===== config.mk =====
export PLATFORM = sky130hd
export DESIGN_NAME = pwm_multi
export DESIGN_NICKNAME = d
export VERILOG_FILES = /design/src/rtl/pwm_multi.sv
export SDC_FILE = /design/constraint.sdc
export NUM_CORES = 1
export LEC_CHECK = 0
export CORE_AREA = 8 8 133 135
export DETAILED_ROUTE_END_ITERATION = 7
export DIE_AREA = 0 0 141 143
export PLACE_DENSITY = 0.79
export SETUP_SLACK_MARGIN = 0.1
export SLEW_MARGIN = 30
export SYNTH_ARGS = -nofsm -noshare
export SYNTH_HDL_FRONTEND = slang
export SYNTH_SLANG_ARGS = --single-unit

===== constraint.sdc =====
create_clock -name clk -period 6.67 [get_ports clk]
set_input_delay 1.334 -clock clk [delete_from_list [all_inputs] [get_ports clk]]
set_output_delay 1.334 -clock clk [all_outputs]
set_load 0.02 [all_outputs]

===== src/rtl/pwm_multi.sv =====
// pwm_multi: one shared prescaler and period counter driving CHANNELS double-buffered PWM outputs.
// Define MULTI_PWM_CENTER_ALIGN_EN for a triangle (center-aligned) counter; default build is edge-aligned.
module pwm_multi #(
   parameter int CHANNELS = 4,
   parameter int AW       = 2,
   parameter int DUTY_W   = 16,
   parameter int CNT_W    = 17,
   parameter int PERIOD   = 80000,
   parameter int PRESCALE = 3
) (
   input  logic                clk,
   input  logic                rst,
   input  logic                en,
   input  logic                wen,
   input  logic [AW-1:0]       waddr,
   input  logic [DUTY_W-1:0]   wdata,
   output logic [CHANNELS-1:0] out,
   output logic                period_start
);

   localparam int CW = (CNT_W > DUTY_W) ? CNT_W : DUTY_W;
   localparam int PW = (PRESCALE > 1) ? $clog2(PRESCALE) : 1;
   localparam logic [PW-1:0]    PRESC_LAST = PW'(PRESCALE - 1);
   localparam logic [PW-1:0]    PRESC_ZERO = {PW{1'b0}};
   localparam logic [PW-1:0]    PRESC_ONE  = PW'(1);
   localparam logic [CNT_W-1:0] CNT_LAST   = CNT_W'(PERIOD - 1);
   localparam logic [CNT_W-1:0] CNT_ZERO   = {CNT_W{1'b0}};
   localparam logic [CNT_W-1:0] CNT_ONE    = CNT_W'(1);
   localparam logic [DUTY_W-1:0] DUTY_ZERO = {DUTY_W{1'b0}};

   logic [PW-1:0]       presc_r;
   logic [CNT_W-1:0]    cnt_r;
   logic                run_r;
   logic [DUTY_W-1:0]   shadow_r [CHANNELS];
   logic [DUTY_W-1:0]   active_r [CHANNELS];
   logic [CHANNELS-1:0] out_r;
   logic                pstart_r;

   logic                start_s;
   logic                tick_s;
   logic                wrap_s;
   logic [CNT_W-1:0]    step_cnt_s;
   logic [CHANNELS-1:0] cmp_s;
   logic [CHANNELS-1:0] start_out_s;
`ifdef MULTI_PWM_CENTER_ALIGN_EN
   logic                dir_r;
   logic                step_up_s;
`endif

   // Start is the first enabled cycle after a stop; ticks only come from a running prescaler.
   always_comb begin
      start_s = 1'b0;
      tick_s  = 1'b0;
      if (en && !run_r) begin
         start_s = 1'b1;
      end else begin
         start_s = 1'b0;
      end
      if (en && run_r && (presc_r == PRESC_LAST)) begin
         tick_s = 1'b1;
      end else begin
         tick_s = 1'b0;
      end
   end

`ifdef MULTI_PWM_CENTER_ALIGN_EN
   // Triangle successor: up to PERIOD-1, down to 0, turning up again at the valley.
   always_comb begin
      step_cnt_s = cnt_r;
      step_up_s  = dir_r;
      if (cnt_r == CNT_ZERO) begin
         step_cnt_s = CNT_ONE;
         step_up_s  = 1'b1;
      end else if (dir_r && (cnt_r < CNT_LAST)) begin
         step_cnt_s = cnt_r + CNT_ONE;
         step_up_s  = 1'b1;
      end else begin
         step_cnt_s = cnt_r - CNT_ONE;
         step_up_s  = (cnt_r == CNT_ONE);
      end
   end
`else
   // Sawtooth successor: wrap to 0 after PERIOD-1.
   always_comb begin
      step_cnt_s = cnt_r;
      if (cnt_r >= CNT_LAST) begin
         step_cnt_s = CNT_ZERO;
      end else begin
         step_cnt_s = cnt_r + CNT_ONE;
      end
   end
`endif

   // At the boundary the compare uses the incoming shadow value so a new duty never leaves a runt.
   always_comb begin
      wrap_s      = 1'b0;
      cmp_s       = {CHANNELS{1'b0}};
      start_out_s = {CHANNELS{1'b0}};
      if (tick_s && (step_cnt_s == CNT_ZERO)) begin
         wrap_s = 1'b1;
      end else begin
         wrap_s = 1'b0;
      end
      for (int i = 0; i < CHANNELS; i++) begin
         if (wrap_s) begin
            cmp_s[i] = (CW'(step_cnt_s) < CW'(shadow_r[i]));
         end else begin
            cmp_s[i] = (CW'(step_cnt_s) < CW'(active_r[i]));
         end
         start_out_s[i] = (shadow_r[i] != DUTY_ZERO);
      end
   end

   // Host duty writes; out-of-range addresses match no channel.
   always_ff @(posedge clk) begin
      if (!rst) begin
         for (int i = 0; i < CHANNELS; i++) begin
            shadow_r[i] <= DUTY_ZERO;
         end
      end else begin
         for (int i = 0; i < CHANNELS; i++) begin
            if (wen && (waddr == AW'(i))) begin
               shadow_r[i] <= wdata;
            end else begin
               shadow_r[i] <= shadow_r[i];
            end
         end
      end
   end

   // Prescaler and period counter; held at 0 while stopped and on the restart cycle.
   always_ff @(posedge clk) begin
      if (!rst) begin
         presc_r <= PRESC_ZERO;
         cnt_r   <= CNT_ZERO;
         run_r   <= 1'b0;
`ifdef MULTI_PWM_CENTER_ALIGN_EN
         dir_r   <= 1'b1;
`endif
      end else begin
         run_r <= en;
         if (!en || !run_r) begin
            presc_r <= PRESC_ZERO;
            cnt_r   <= CNT_ZERO;
`ifdef MULTI_PWM_CENTER_ALIGN_EN
            dir_r   <= 1'b1;
`endif
         end else if (tick_s) begin
            presc_r <= PRESC_ZERO;
            cnt_r   <= step_cnt_s;
`ifdef MULTI_PWM_CENTER_ALIGN_EN
            dir_r   <= step_up_s;
`endif
         end else begin
            presc_r <= presc_r + PRESC_ONE;
            cnt_r   <= cnt_r;
`ifdef MULTI_PWM_CENTER_ALIGN_EN
            dir_r   <= dir_r;
`endif
         end
      end
   end

   // Active duty follows shadow while stopped, on restart, and at each period boundary.
   always_ff @(posedge clk) begin
      if (!rst) begin
         for (int i = 0; i < CHANNELS; i++) begin
            active_r[i] <= DUTY_ZERO;
         end
      end else if (!en || start_s || wrap_s) begin
         for (int i = 0; i < CHANNELS; i++) begin
            active_r[i] <= shadow_r[i];
         end
      end else begin
         for (int i = 0; i < CHANNELS; i++) begin
            active_r[i] <= active_r[i];
         end
      end
   end

   // Registered outputs; a restart opens a fresh period at count 0.
   always_ff @(posedge clk) begin
      if (!rst) begin
         out_r    <= {CHANNELS{1'b0}};
         pstart_r <= 1'b0;
      end else if (!en) begin
         out_r    <= {CHANNELS{1'b0}};
         pstart_r <= 1'b0;
      end else if (start_s) begin
         out_r    <= start_out_s;
         pstart_r <= 1'b1;
      end else begin
         pstart_r <= wrap_s;
         if (tick_s) begin
            out_r <= cmp_s;
         end else begin
            out_r <= out_r;
         end
      end
   end

   assign out          = out_r;
   assign period_start = pstart_r;

endmodule


==> metrics, run 1 <==
run status finished clean; number of nets produced by synthesis 1046; fraction of the mapped netlist area in compound gates 12.6%; nets@finish 1077; IO Pins 27; synth unique cells 56; post-synth top area share 40.5%; DRC marker count from the first detailed-route iteration 651; register bit count reported by yosys 153; maximum fanout along the worst path 12; post-route ant nets 0; CTS Buffer Depth 2; Top FF cell, synth sky130_fd_sc_hd__edfxtp_1; latest clock arrival within the worst-skew pair 0.43 ns; EDFF count, synth 128; Core ar. 0.0156 sq mm; non-filler cells in the finished layout 1170; transition time at the pin with the least slew margin 1.00 ns; setup repair after global routing missed its margin no; GRT Total Usage 23.7%; critical path, cell by cell ha_1, and2_1, o21ai_0, o21ai_0, buf_4, nor2_1, ha_1, and4_1, nand4_1, or3_1, a211oi_1, a2111oi_0, a221oi_1, a21oi_1; Die Height 143 um; period utilisation layout 62.4%; overall die width 141 um; final critical delay including setup and external delays 4.16 ns; filler cell count in the final layout 1178; most area-consuming cells after synthesis sky130_fd_sc_hd__edfxtp_1 (41%), sky130_fd_sc_hd__ha_1 (15%), sky130_fd_sc_hd__and2_1 (5.7%), sky130_fd_sc_hd__dfxtp_1 (5.3%), sky130_fd_sc_hd__inv_1 (4.7%); Port-buffer cells 26; post-synthesis to final-layout area growth 11.7%; xor and xnor area share after synthesis 1.94%; post-cts hold buffer count 0; number of instances in the synthesized netlist 910; kind of end point of the critical path flip-flop; highest cell delay on the worst timing path 0.78 ns; # Post-CTS Setup Buffers 0; site row count 46; Num CTS Buffers 17; CTS-repair resized insts 0; worst hold slack 0.442 ns; classification of the worst setup path reg2reg; half-perimeter wire length of the detailed placement result 17300 um; worst slew margin relative to its limit 32.8%; Post-Place Cells 1138; sum of negative setup slack 0 ns; Worst EP arrival 4.53 ns; pin count of the biggest net entering global routing 59; warning count from the yosys run 0; number of remaining DRC errors 0; gp weighted congestion 0.897; Hold Crit Class reg2reg; cell type with the highest aggregate area in the netlist sky130_fd_sc_hd__edfxtp_1; total via count in the routed design 6964; average via count per standard cell 5.95; CP max-delay cell sky130_fd_sc_hd__nor2_1; DR pass1 iterations 5; Clock Skews 0.00752 ns; fraction of final layout cells with drive strength greater than 1 8.18%; Routed WL 23200 um; clk sinks 153; achievable clock frequency 240 MHz; total standard cell area after synthesis 0.00949 sq mm; number of global-route vias before repair 6756; arithmetic-cell share of the synthesized area counting full adders, half adders and majority gates 15.5%; starting utilization of the core area 60.8%; startpoint kind of the worst setup timing path flip-flop; total of max-cap violations 0; Clock Tree Root sky130_fd_sc_hd__clkbuf_16; Async S/R FF share, synth 0%; mux contribution to synthesized area 0%; total power density per cell area 222 mW/mm^2; Fin. Hold Viols 0; H-tree levels 4; final global-route overflow total 0; Post-Synthesis Mean Instance Area 10.4 sq um; simple-gate area share of the yosys netlist 17.8%; Seq/Total Area, Yosys 45.8%; Peak supply drop 0.000174 V; final count of negative-setup-slack endpoints 0; Req. time, crit path 7.04 ns; full die area 0.0202 sq mm; Slew Limit Fails 0; utilization after layout 68.0%; Lkg Pwr 4.71 nW; initial antenna violation count 0; clock tree from TritonCTS done; Power Total 0.00235 W; first-pass GRT wire length 36200 um; post-DR wirelength/cell 19.8 um; Clock Pin Slew Worst Setup and Hold Paths 0.06 ns; combinational family with the most area after synthesis simple AND/OR/NAND/NOR gates; ant diodes 0
==> final cells by class <==
class                   instances  area [sq um]  share of cell area (%)
flip-flops and latches        153          4340                    41.0
inverters                     120           450                    4.25
multi-input cells             605          4550                    42.9
clock inverters                14           163                    1.53
repair buffers                 44           395                    3.73
clock buffers                  18           429                    4.05
well taps                     216           270                    2.55
==> Yosys cell counts (5+ instances only) <==
cell type                   instances
sky130_fd_sc_hd__a2111oi_0          7
sky130_fd_sc_hd__a211oi_1           8
sky130_fd_sc_hd__a21o_1            26
sky130_fd_sc_hd__a21oi_1           38
sky130_fd_sc_hd__a31oi_1            7
sky130_fd_sc_hd__and2_1            87
sky130_fd_sc_hd__and3_1             8
sky130_fd_sc_hd__and4_1             9
sky130_fd_sc_hd__buf_2              5
sky130_fd_sc_hd__clkbuf_1          19
sky130_fd_sc_hd__dfxtp_1           25
sky130_fd_sc_hd__edfxtp_1         128
sky130_fd_sc_hd__ha_1             114
sky130_fd_sc_hd__inv_1            120
sky130_fd_sc_hd__nand2_1           27
sky130_fd_sc_hd__nand3_1           18
sky130_fd_sc_hd__nand4_1           20
sky130_fd_sc_hd__nor2_1            64
sky130_fd_sc_hd__nor2b_1           20
sky130_fd_sc_hd__nor3_1            14
sky130_fd_sc_hd__nor4_1            18
sky130_fd_sc_hd__o21ai_0           29
sky130_fd_sc_hd__o221a_2           17
sky130_fd_sc_hd__xnor2_1           14
sky130_fd_sc_hd__xor2_1             7
==> critical path, delay by kind of cell (launching register included) <==
kind	cells	cell delay (ns)
DFF	1	0.38
and+or+nand+nor	5	1.37
adders and majority gates	2	0.67
buffers and inverters	1	0.21
AOI/OAI and AO/OA	6	1.46
==> stage by stage <==
stage,worst slack (ns),instance area [sq um]
6_report,2.51,10600
5_1_grt,2.10,10600
4_1_cts,2.39,10600
3_5_place_dp,1.96,10000
3_3_place_gp,2.05,10000
2_1_floorplan,2.46,9490
==> where the power goes <==
group / leakage [nW] / internal, W / total (W) / switching [W]
clock: 0.283 / 0.000560 / 0.000968 / 0.000408
sequential: 1.55 / 0.00112 / 0.00117 / 0.0000482
combinational: 2.88 / 0.0000875 / 0.000215 / 0.000128
total: 4.71 / 0.00177 / 0.00235 / 0.000583
==> final timing paths <==
path,end,startpoint,cells past startpoint,slack [ns]
worst max-delay path,out[0]$_SDFFE_PN0P_,cnt_r[0]$_SDFFE_PP0P_,14,2.51
worst min-delay path,presc_r[0]$_SDFF_PP0_,presc_r[0]$_SDFF_PP0_,1,0.44
worst max register to register,out[0]$_SDFFE_PN0P_,cnt_r[0]$_SDFFE_PP0P_,14,2.51
worst min register to register,presc_r[0]$_SDFF_PP0_,presc_r[0]$_SDFF_PP0_,1,0.44
==> routing by layer <==
metal / up-vias / global-route usage, % / wire length (um)
met4: 0 / 11.0 / 830
met1: 3300 / 31.1 / 10300
li1: 3354 / - / -
met5: - / 0 / 0
met2: 257 / 37.7 / 10500
met3: 53 / 3.84 / 1570
==> layout by cell type (no fill, tap or decap), drive strengths merged, types with 20 or more instances in the layout <==
cell and n:
a21oi 39, o21ai 29, nand2 27, nor2b 20, and2 87, ha 114
a21o 26, nand4 20, nor2 65, dfxtp 25, edfxtp 128, clkdlybuf4s50 26
inv 125, nor4 20
==> cells by family (layout without fill, tap and decap cells) <==
kind of cell             count (synthesis)  count (layout)
AO/OA/AOI/OAI                          165             165
flip-flops                             153             153
AND/OR/NAND/NOR                        301             301
XOR/XNOR                                21              21
adder cells (fa/ha/maj)                118             118
buffers and inverters                  152             196
==> registers in the layout (all words and copies together), names as in the netlist <==
signal	flops
active_r	64
shadow_r	64
cnt_r	17
out	4
presc_r	2
period_start	1
run_r	1
Note: power is estimated with default switching activity, not from simulation.
==> run 2: changes to the inputs <==
--- a/config.mk
+++ b/config.mk
@@ -5,10 +5,10 @@
 export SDC_FILE = /design/constraint.sdc
 export NUM_CORES = 1
 export LEC_CHECK = 0
-export CORE_AREA = 8 8 133 135
+export CORE_AREA = 8 8 139 141
 export DETAILED_ROUTE_END_ITERATION = 7
-export DIE_AREA = 0 0 141 143
-export PLACE_DENSITY = 0.79
+export DIE_AREA = 0 0 147 149
+export PLACE_DENSITY = 0.76
 export SETUP_SLACK_MARGIN = 0.1
 export SLEW_MARGIN = 30
 export SYNTH_ARGS = -nofsm -noshare
==> constraint.sdc (replaced) <==
create_clock -name clk -period 3.36 [get_ports clk]
set_input_delay 0.672 -clock clk [delete_from_list [all_inputs] [get_ports clk]]
set_output_delay 0.672 -clock clk [all_outputs]
set_load 0.02 [all_outputs]
==> run 2 against run 1 <==
  * Sequential cell count did not move
  * Clock power rose by 99%
  * Routed wire length rose by 15%
  * Maximum frequency rose by 27%
  * Die area rose by 8.6%
  * Clock-buffer cell count fell by 1
  * Register-to-register slack got worse by 2.4 ns
  * Largest cell class unchanged
  * Power rose by 100%
  * Setup slack got worse by 2.4 ns
  * Sequential share of layout area fell by 4.5 points
  * Critical endpoint is now out[2]$_SDFFE_PN0P_
  * Sequential power rose by 98%
==> metrics, run 2 (synthesized netlist as in run 1, its figures left out) <==
run status finished clean; post-layout instance area 0.0119 sq mm (+13%); clock tree from TritonCTS done; number of remaining DRC errors 0 (unchanged); worst slack at placement -0.253 ns (-2.21 ns); IO Pins 27 (unchanged); full die area 0.0219 sq mm (+8.6%); Lkg Pwr 5.31 nW (+13%); total of max-cap violations 0 (unchanged); latest clock arrival within the worst-skew pair 0.43 ns (about the same); Num CTS Buffers 17 (unchanged); pin count of the biggest net entering global routing 58 (-1.7%); family with the most delay on the worst path simple AND/OR/NAND/NOR gates; total power density per cell area 398 mW/mm^2 (+79%); Clock Tree Root sky130_fd_sc_hd__clkbuf_16; fraction of final layout cells with drive strength greater than 1 23.4% (+15 points); final count of negative-setup-slack endpoints 0 (unchanged); ant diodes 0 (unchanged); utilization after layout 69.9% (+2.0 points); worst hold slack 0.421 ns (-0.0220 ns); Worst EP arrival 3.59 ns (-0.94 ns); largest registers in the final layout active_r (64), shadow_r (64), cnt_r (17); Fin. Hold Viols 0 (unchanged); kind of end point of the critical path flip-flop; highest cell delay on the worst timing path 0.46 ns (-0.32 ns); Slew Limit Fails 0 (unchanged); nets@finish 1163 (+8.0%); most common library cell in the layout ignoring fill and taps sky130_fd_sc_hd__edfxtp_1; Routed WL 26700 um (+15%); Clock Skews 0.00869 ns (+0.00117 ns); commonest cells after routing, fill and taps aside sky130_fd_sc_hd__edfxtp_1 (128), sky130_fd_sc_hd__inv_1 (119), sky130_fd_sc_hd__ha_1 (104); number of global-route vias before repair 7341 (+8.7%); most common cell type on the critical path sky130_fd_sc_hd__or3_4; critical path, cell by cell or3_4, o221ai_4, o21ai_4, buf_8, buf_4, nor2_4, ha_1, nand4_1, or3_4, a211oi_2, a2111oi_2, a221oi_1, a21oi_1; Hold Crit Class reg2reg; average via count per standard cell 6.08 (+2.1%); initial antenna violation count 0 (unchanged); final global-route overflow total 0 (unchanged); final critical delay including setup and external delays 3.28 ns (-0.882 ns); achievable clock frequency 305 MHz (+27%); DP Area 0.0105 sq mm (+4.8%); combined buffer and inverter count along the critical path 2 (+1); classification of the worst setup path reg2reg; half-perimeter wire length of the detailed placement result 18700 um (+7.7%); Peak supply drop 0.000422 V (+140%); transition time at the pin with the least slew margin 0.653 ns (-0.352 ns); CP max-delay cell sky130_fd_sc_hd__or3_4; total via count in the routed design 7680 (+10%); post-route ant nets 0 (unchanged); DRC marker count from the first detailed-route iteration 876 (+35%); starting utilization of the core area 55.6% (-5.2 points); DR pass1 iterations 6 (+1); startpoint kind of the worst setup timing path flip-flop; H-tree levels 4 (unchanged); Die Height 149 um (+4.2%); CTS Buffer Depth 2 (unchanged); period utilisation layout 97.7% (+35 points); clk sinks 153 (unchanged); worst slew margin relative to its limit 56.4% (+24 points); post-synthesis to final-layout area growth 25.7%; maximum fanout along the worst path 8 (-4); GRT Total Usage 23.2% (-0.49 points); overall die width 147 um (+4.3%); site row count 48 (+4.3%); Port-buffer cells 26 (unchanged); Clock Pin Slew Worst Setup and Hold Paths 0.06 ns (about the same); gp weighted congestion 0.897 (about the same); Req. time, crit path 3.67 ns (-3.37 ns); post-DR wirelength/cell 21.1 um (+6.5%); setup repair after global routing missed its margin yes; Worst R2R Setup Slack 0.08 ns (-2.43 ns); Core ar. 0.0171 sq mm (+9.4%); fin worst setup slack 0.0770 ns (-2.43 ns); first-pass GRT wire length 39300 um (+8.6%)
[run 2: cell count changes in the layout (fill, tap and decap cells not counted), moves of 12 or more]
cell	change
sky130_fd_sc_hd__nor2_1	-16
sky130_fd_sc_hd__nor2_4	+12
sky130_fd_sc_hd__buf_4	+61
sky130_fd_sc_hd__buf_6	+15
[run 2: what timing repair did]
item                                    4_1_cts  5_1_grt
hold buffers                                  0        0
endpoints found under the setup margin        4      100
setup buffers                                14       21
resized for setup                            27       96
pin swaps                                    20       65
[run 2: worst paths after layout]
path | startpoint | end | cells past startpoint
worst min register to register | presc_r[0]$_SDFF_PP0_ | presc_r[0]$_SDFF_PP0_ | 1
worst min-delay path | presc_r[0]$_SDFF_PP0_ | presc_r[0]$_SDFF_PP0_ | 1
worst max-delay path | cnt_r[14]$_SDFFE_PP0P_ | out[2]$_SDFFE_PN0P_ | 13
worst max register to register | cnt_r[14]$_SDFFE_PP0P_ | out[2]$_SDFFE_PN0P_ | 13
[run 2: final cells by class]
| type | count | area, sq um |
|---|---|---|
| clock buffers | 17 | 425 |
| flip-flops and latches | 153 | 4360 |
| fillers | 1198 | 5130 |
| clock inverters | 14 | 164 |
| multi-input cells | 605 | 5040 |
| inverters | 120 | 450 |
| well taps | 225 | 282 |
| repair buffers | 130 | 1210 |
[run 2: routing by layer]
| layer | vias to the layer above | global-route usage (%) | routed length [um] |
|---|---|---|---|
| li1 | 3538 | - | - |
| met1 | 3657 | 29.2 | 10500 |
| met2 | 387 | 38.4 | 12800 |
| met3 | 98 | 4.70 | 2260 |
| met4 | 0 | 9.64 | 1070 |
| met5 | - | 0 | 0 |
[run 2: where the power goes]
part / internal, W / switching [W]
sequential: 0.00223 / 0.0000978
clock: 0.00111 / 0.000825
combinational: 0.000201 / 0.000283
total: 0.00354 / 0.00120
[run 2: metrics by stage]
step	power (W)	TNS (ns)	std cells
after CTS	0.00471	0	1243
after global placement	0.00278	-0.696	1198
after detailed placement	0.00280	-0.814	1198
after floorplan	0.00261	0	910
final	0.00474	0	1264
after global routing	0.00489	-0.0405	1264
==> run 3: changes to the inputs <==
--- a/config.mk
+++ b/config.mk
@@ -6,9 +6,11 @@
 export NUM_CORES = 1
 export LEC_CHECK = 0
 export CORE_AREA = 8 8 139 141
+export CTS_CLUSTER_SIZE = 25
 export DETAILED_ROUTE_END_ITERATION = 7
 export DIE_AREA = 0 0 147 149
-export PLACE_DENSITY = 0.76
+export PLACE_DENSITY = 0.83
+export REMOVE_ABC_BUFFERS = 1
 export SETUP_SLACK_MARGIN = 0.1
 export SLEW_MARGIN = 30
 export SYNTH_ARGS = -nofsm -noshare
==> run 3 against run 2 <==
  * Combinational power decreased by 3%
  * Cell count decreased by 1.3%
  * Register-to-register slack improved by 0.04 ns
  * Cell area decreased by 3.2%
  * Sequential cell count unchanged
  * Routed wire length decreased by 6.8%
  * Sequential power about the same
  * Sequential share of layout area increased by 1.3 points
  * Setup slack improved by 0.035 ns
  * Global-route usage decreased by 0.47 points
  * Highest routed layer unchanged
  * Critical endpoint is now out[0]$_SDFFE_PN0P_
==> metrics, run 3 (synthesized netlist as in run 1, its figures left out) <==
run status finished clean; Power Total 0.00460 W (-3.1%); period utilisation layout 96.7% (-1.1 points); Clock Skews 0.00789 ns (-0.000792 ns); pin count of the biggest net entering global routing 40 (-31%); full die area 0.0219 sq mm (unchanged); total power density per cell area 398 mW/mm^2 (+0.15%); Req. time, crit path 3.66 ns (about the same); ant diodes 0 (unchanged); fin worst setup slack 0.112 ns (+0.0353 ns); IO Pins 27 (unchanged); first-pass GRT wire length 38400 um (-2.4%); most common library cell in the layout ignoring fill and taps sky130_fd_sc_hd__edfxtp_1; DRC marker count from the first detailed-route iteration 757 (-14%); Slew Limit Fails 0 (unchanged); worst slack at placement -0.122 ns (+0.131 ns); Fin. Hold Viols 0 (unchanged); Post-Place Cells 1200 (+0.17%); Peak supply drop 0.000367 V (-13%); commonest cells after routing, fill and taps aside sky130_fd_sc_hd__edfxtp_1 (128), sky130_fd_sc_hd__inv_1 (120), sky130_fd_sc_hd__ha_1 (105); post-route ant nets 0 (unchanged); Routed WL 24900 um (-6.8%); Num CTS Buffers 17 (unchanged); achievable clock frequency 308 MHz (+1.1%); CTS Buffer Depth 2 (unchanged); kind of end point of the critical path flip-flop; clock tree from TritonCTS done; classification of the worst setup path reg2reg; final global-route overflow total 0 (unchanged); worst slew margin relative to its limit 51.3% (-5.1 points); starting utilization of the core area 55.6% (unchanged); non-filler cells in the finished layout 1248 (-1.3%); clk sinks 153 (unchanged); startpoint kind of the worst setup timing path flip-flop; number of remaining DRC errors 0 (unchanged); fraction of final layout cells with drive strength greater than 1 19.9% (-3.4 points); DP Area 0.0104 sq mm (-0.41%); H-tree levels 4 (unchanged); initial antenna violation count 0 (unchanged); final critical delay including setup and external delays 3.25 ns (-0.0353 ns); post-layout instance area 0.0115 sq mm (-3.2%); Die Height 149 um (unchanged); half-perimeter wire length of the detailed placement result 18400 um (-1.5%); transition time at the pin with the least slew margin 0.728 ns (+0.0759 ns); nets@finish 1147 (-1.4%); setup repair after global routing missed its margin yes; Lkg Pwr 5.12 nW (-3.7%); total of max-cap violations 0 (unchanged); Core ar. 0.0171 sq mm (unchanged); largest registers in the final layout active_r (64), shadow_r (64), cnt_r (17); total via count in the routed design 7530 (-2.0%); Port-buffer cells 26 (unchanged); number of global-route vias before repair 7505 (+2.2%); Clock Pin Slew Worst Setup and Hold Paths 0.06 ns (about the same); Clock Tree Root sky130_fd_sc_hd__clkbuf_16; Worst EP arrival 3.55 ns (-0.04 ns); final count of negative-setup-slack endpoints 0 (unchanged); site row count 48 (unchanged); overall die width 147 um (unchanged); latest clock arrival within the worst-skew pair 0.43 ns (about the same); post-DR wirelength/cell 19.9 um (-5.6%); Hold Crit Class reg2reg; maximum fanout along the worst path 8 (unchanged); DR pass1 iterations 6 (unchanged); GRT Total Usage 22.7% (-0.47 points); gp weighted congestion 0.953 (+6.2%); average via count per standard cell 6.03 (-0.70%); post-synthesis to final-layout area growth 21.6%
-- run 3: cell count changes in the layout (fill, tap and decap cells not counted), moves of 4 or more --
cell | previous run | this run
sky130_fd_sc_hd__nor2_4 | 12 | 8
sky130_fd_sc_hd__a21oi_1 | 30 | 36
sky130_fd_sc_hd__nor2_1 | 46 | 52
sky130_fd_sc_hd__dfxtp_2 | 10 | 3
sky130_fd_sc_hd__buf_6 | 15 | 10
sky130_fd_sc_hd__a21oi_2 | 9 | 3
sky130_fd_sc_hd__buf_12 | 8 | 2
sky130_fd_sc_hd__dfxtp_4 | 0 | 6
-- run 3: metrics by stage --
stage	hold WS, ns	util (%)	setup TNS (ns)
after floorplan	0.399	-	-23.72
after global placement	0.410	61.2	0
after detailed placement	0.417	61.2	-0.223
after CTS	0.426	65.4	0
after global routing	0.458	67.7	-0.138
final	0.421	67.7	0
-- run 3: what timing repair did --
action | 4_1_cts | 5_1_grt
pin swaps | 10 | 35
endpoints found under the setup margin | 4 | 6
endpoints found under the hold margin | 0 | 0
hold buffers | 0 | 0
buffers inserted | 6 | 11
gates resized for setup | 34 | 66
-- run 3: path summary, 6_finish.rpt --
kind / cells after the start / startpoint / slack, ns / endpoint
worst min register to register: 1 / presc_r[0]$_SDFF_PP0_ / 0.42 / presc_r[0]$_SDFF_PP0_
worst max register to register: 13 / cnt_r[8]$_SDFFE_PP0P_ / 0.11 / out[0]$_SDFFE_PN0P_
worst max-delay path: 13 / cnt_r[8]$_SDFFE_PP0P_ / 0.11 / out[0]$_SDFFE_PN0P_
worst min-delay path: 1 / presc_r[0]$_SDFF_PP0_ / 0.42 / presc_r[0]$_SDFF_PP0_
-- run 3: power breakdown --
part	internal, W	switching (W)	total (W)
Sequential	0.00222	0.000108	0.00233
Clock	0.00102	0.000776	0.00180
Combinational	0.000193	0.000278	0.000471
Total	0.00344	0.00116	0.00460
-- run 3: area by class of cell --
type	instances	area, sq um
Timing Repair Buffer	114	983
Fill cell	1247	5510
Clock buffer	18	429
Clock inverter	13	121
Multi-Input combinational cell	605	4910
Tap cell	225	282
Sequential cell	153	4370
Inverter	120	450
-- run 3: worst max-delay path, cell delays in order, from the launching register on --
cell                        delay [ns]
sky130_fd_sc_hd__dfxtp_4          0.36
sky130_fd_sc_hd__or3_4            0.38
sky130_fd_sc_hd__o221ai_2         0.21
sky130_fd_sc_hd__o21ai_1          0.11
sky130_fd_sc_hd__buf_6            0.16
sky130_fd_sc_hd__nor2_1           0.27
sky130_fd_sc_hd__buf_4            0.26
sky130_fd_sc_hd__ha_1             0.18
sky130_fd_sc_hd__nand3_1          0.10
sky130_fd_sc_hd__or3_1            0.40
sky130_fd_sc_hd__a211oi_2         0.23
sky130_fd_sc_hd__a2111oi_2        0.08
sky130_fd_sc_hd__a221oi_1         0.27
sky130_fd_sc_hd__a21oi_1          0.11
-- run 3: routing by layer --
metal / up-vias / part of all wire, % / GRT usage [%]
met1: 3574 / 39 / 27.0
met3: 89 / 7.7 / 4.28
met2: 380 / 48 / 38.1
li1: 3487 / - / -
met4: 0 / 5.2 / 13.2
met5: - / 0 / 0
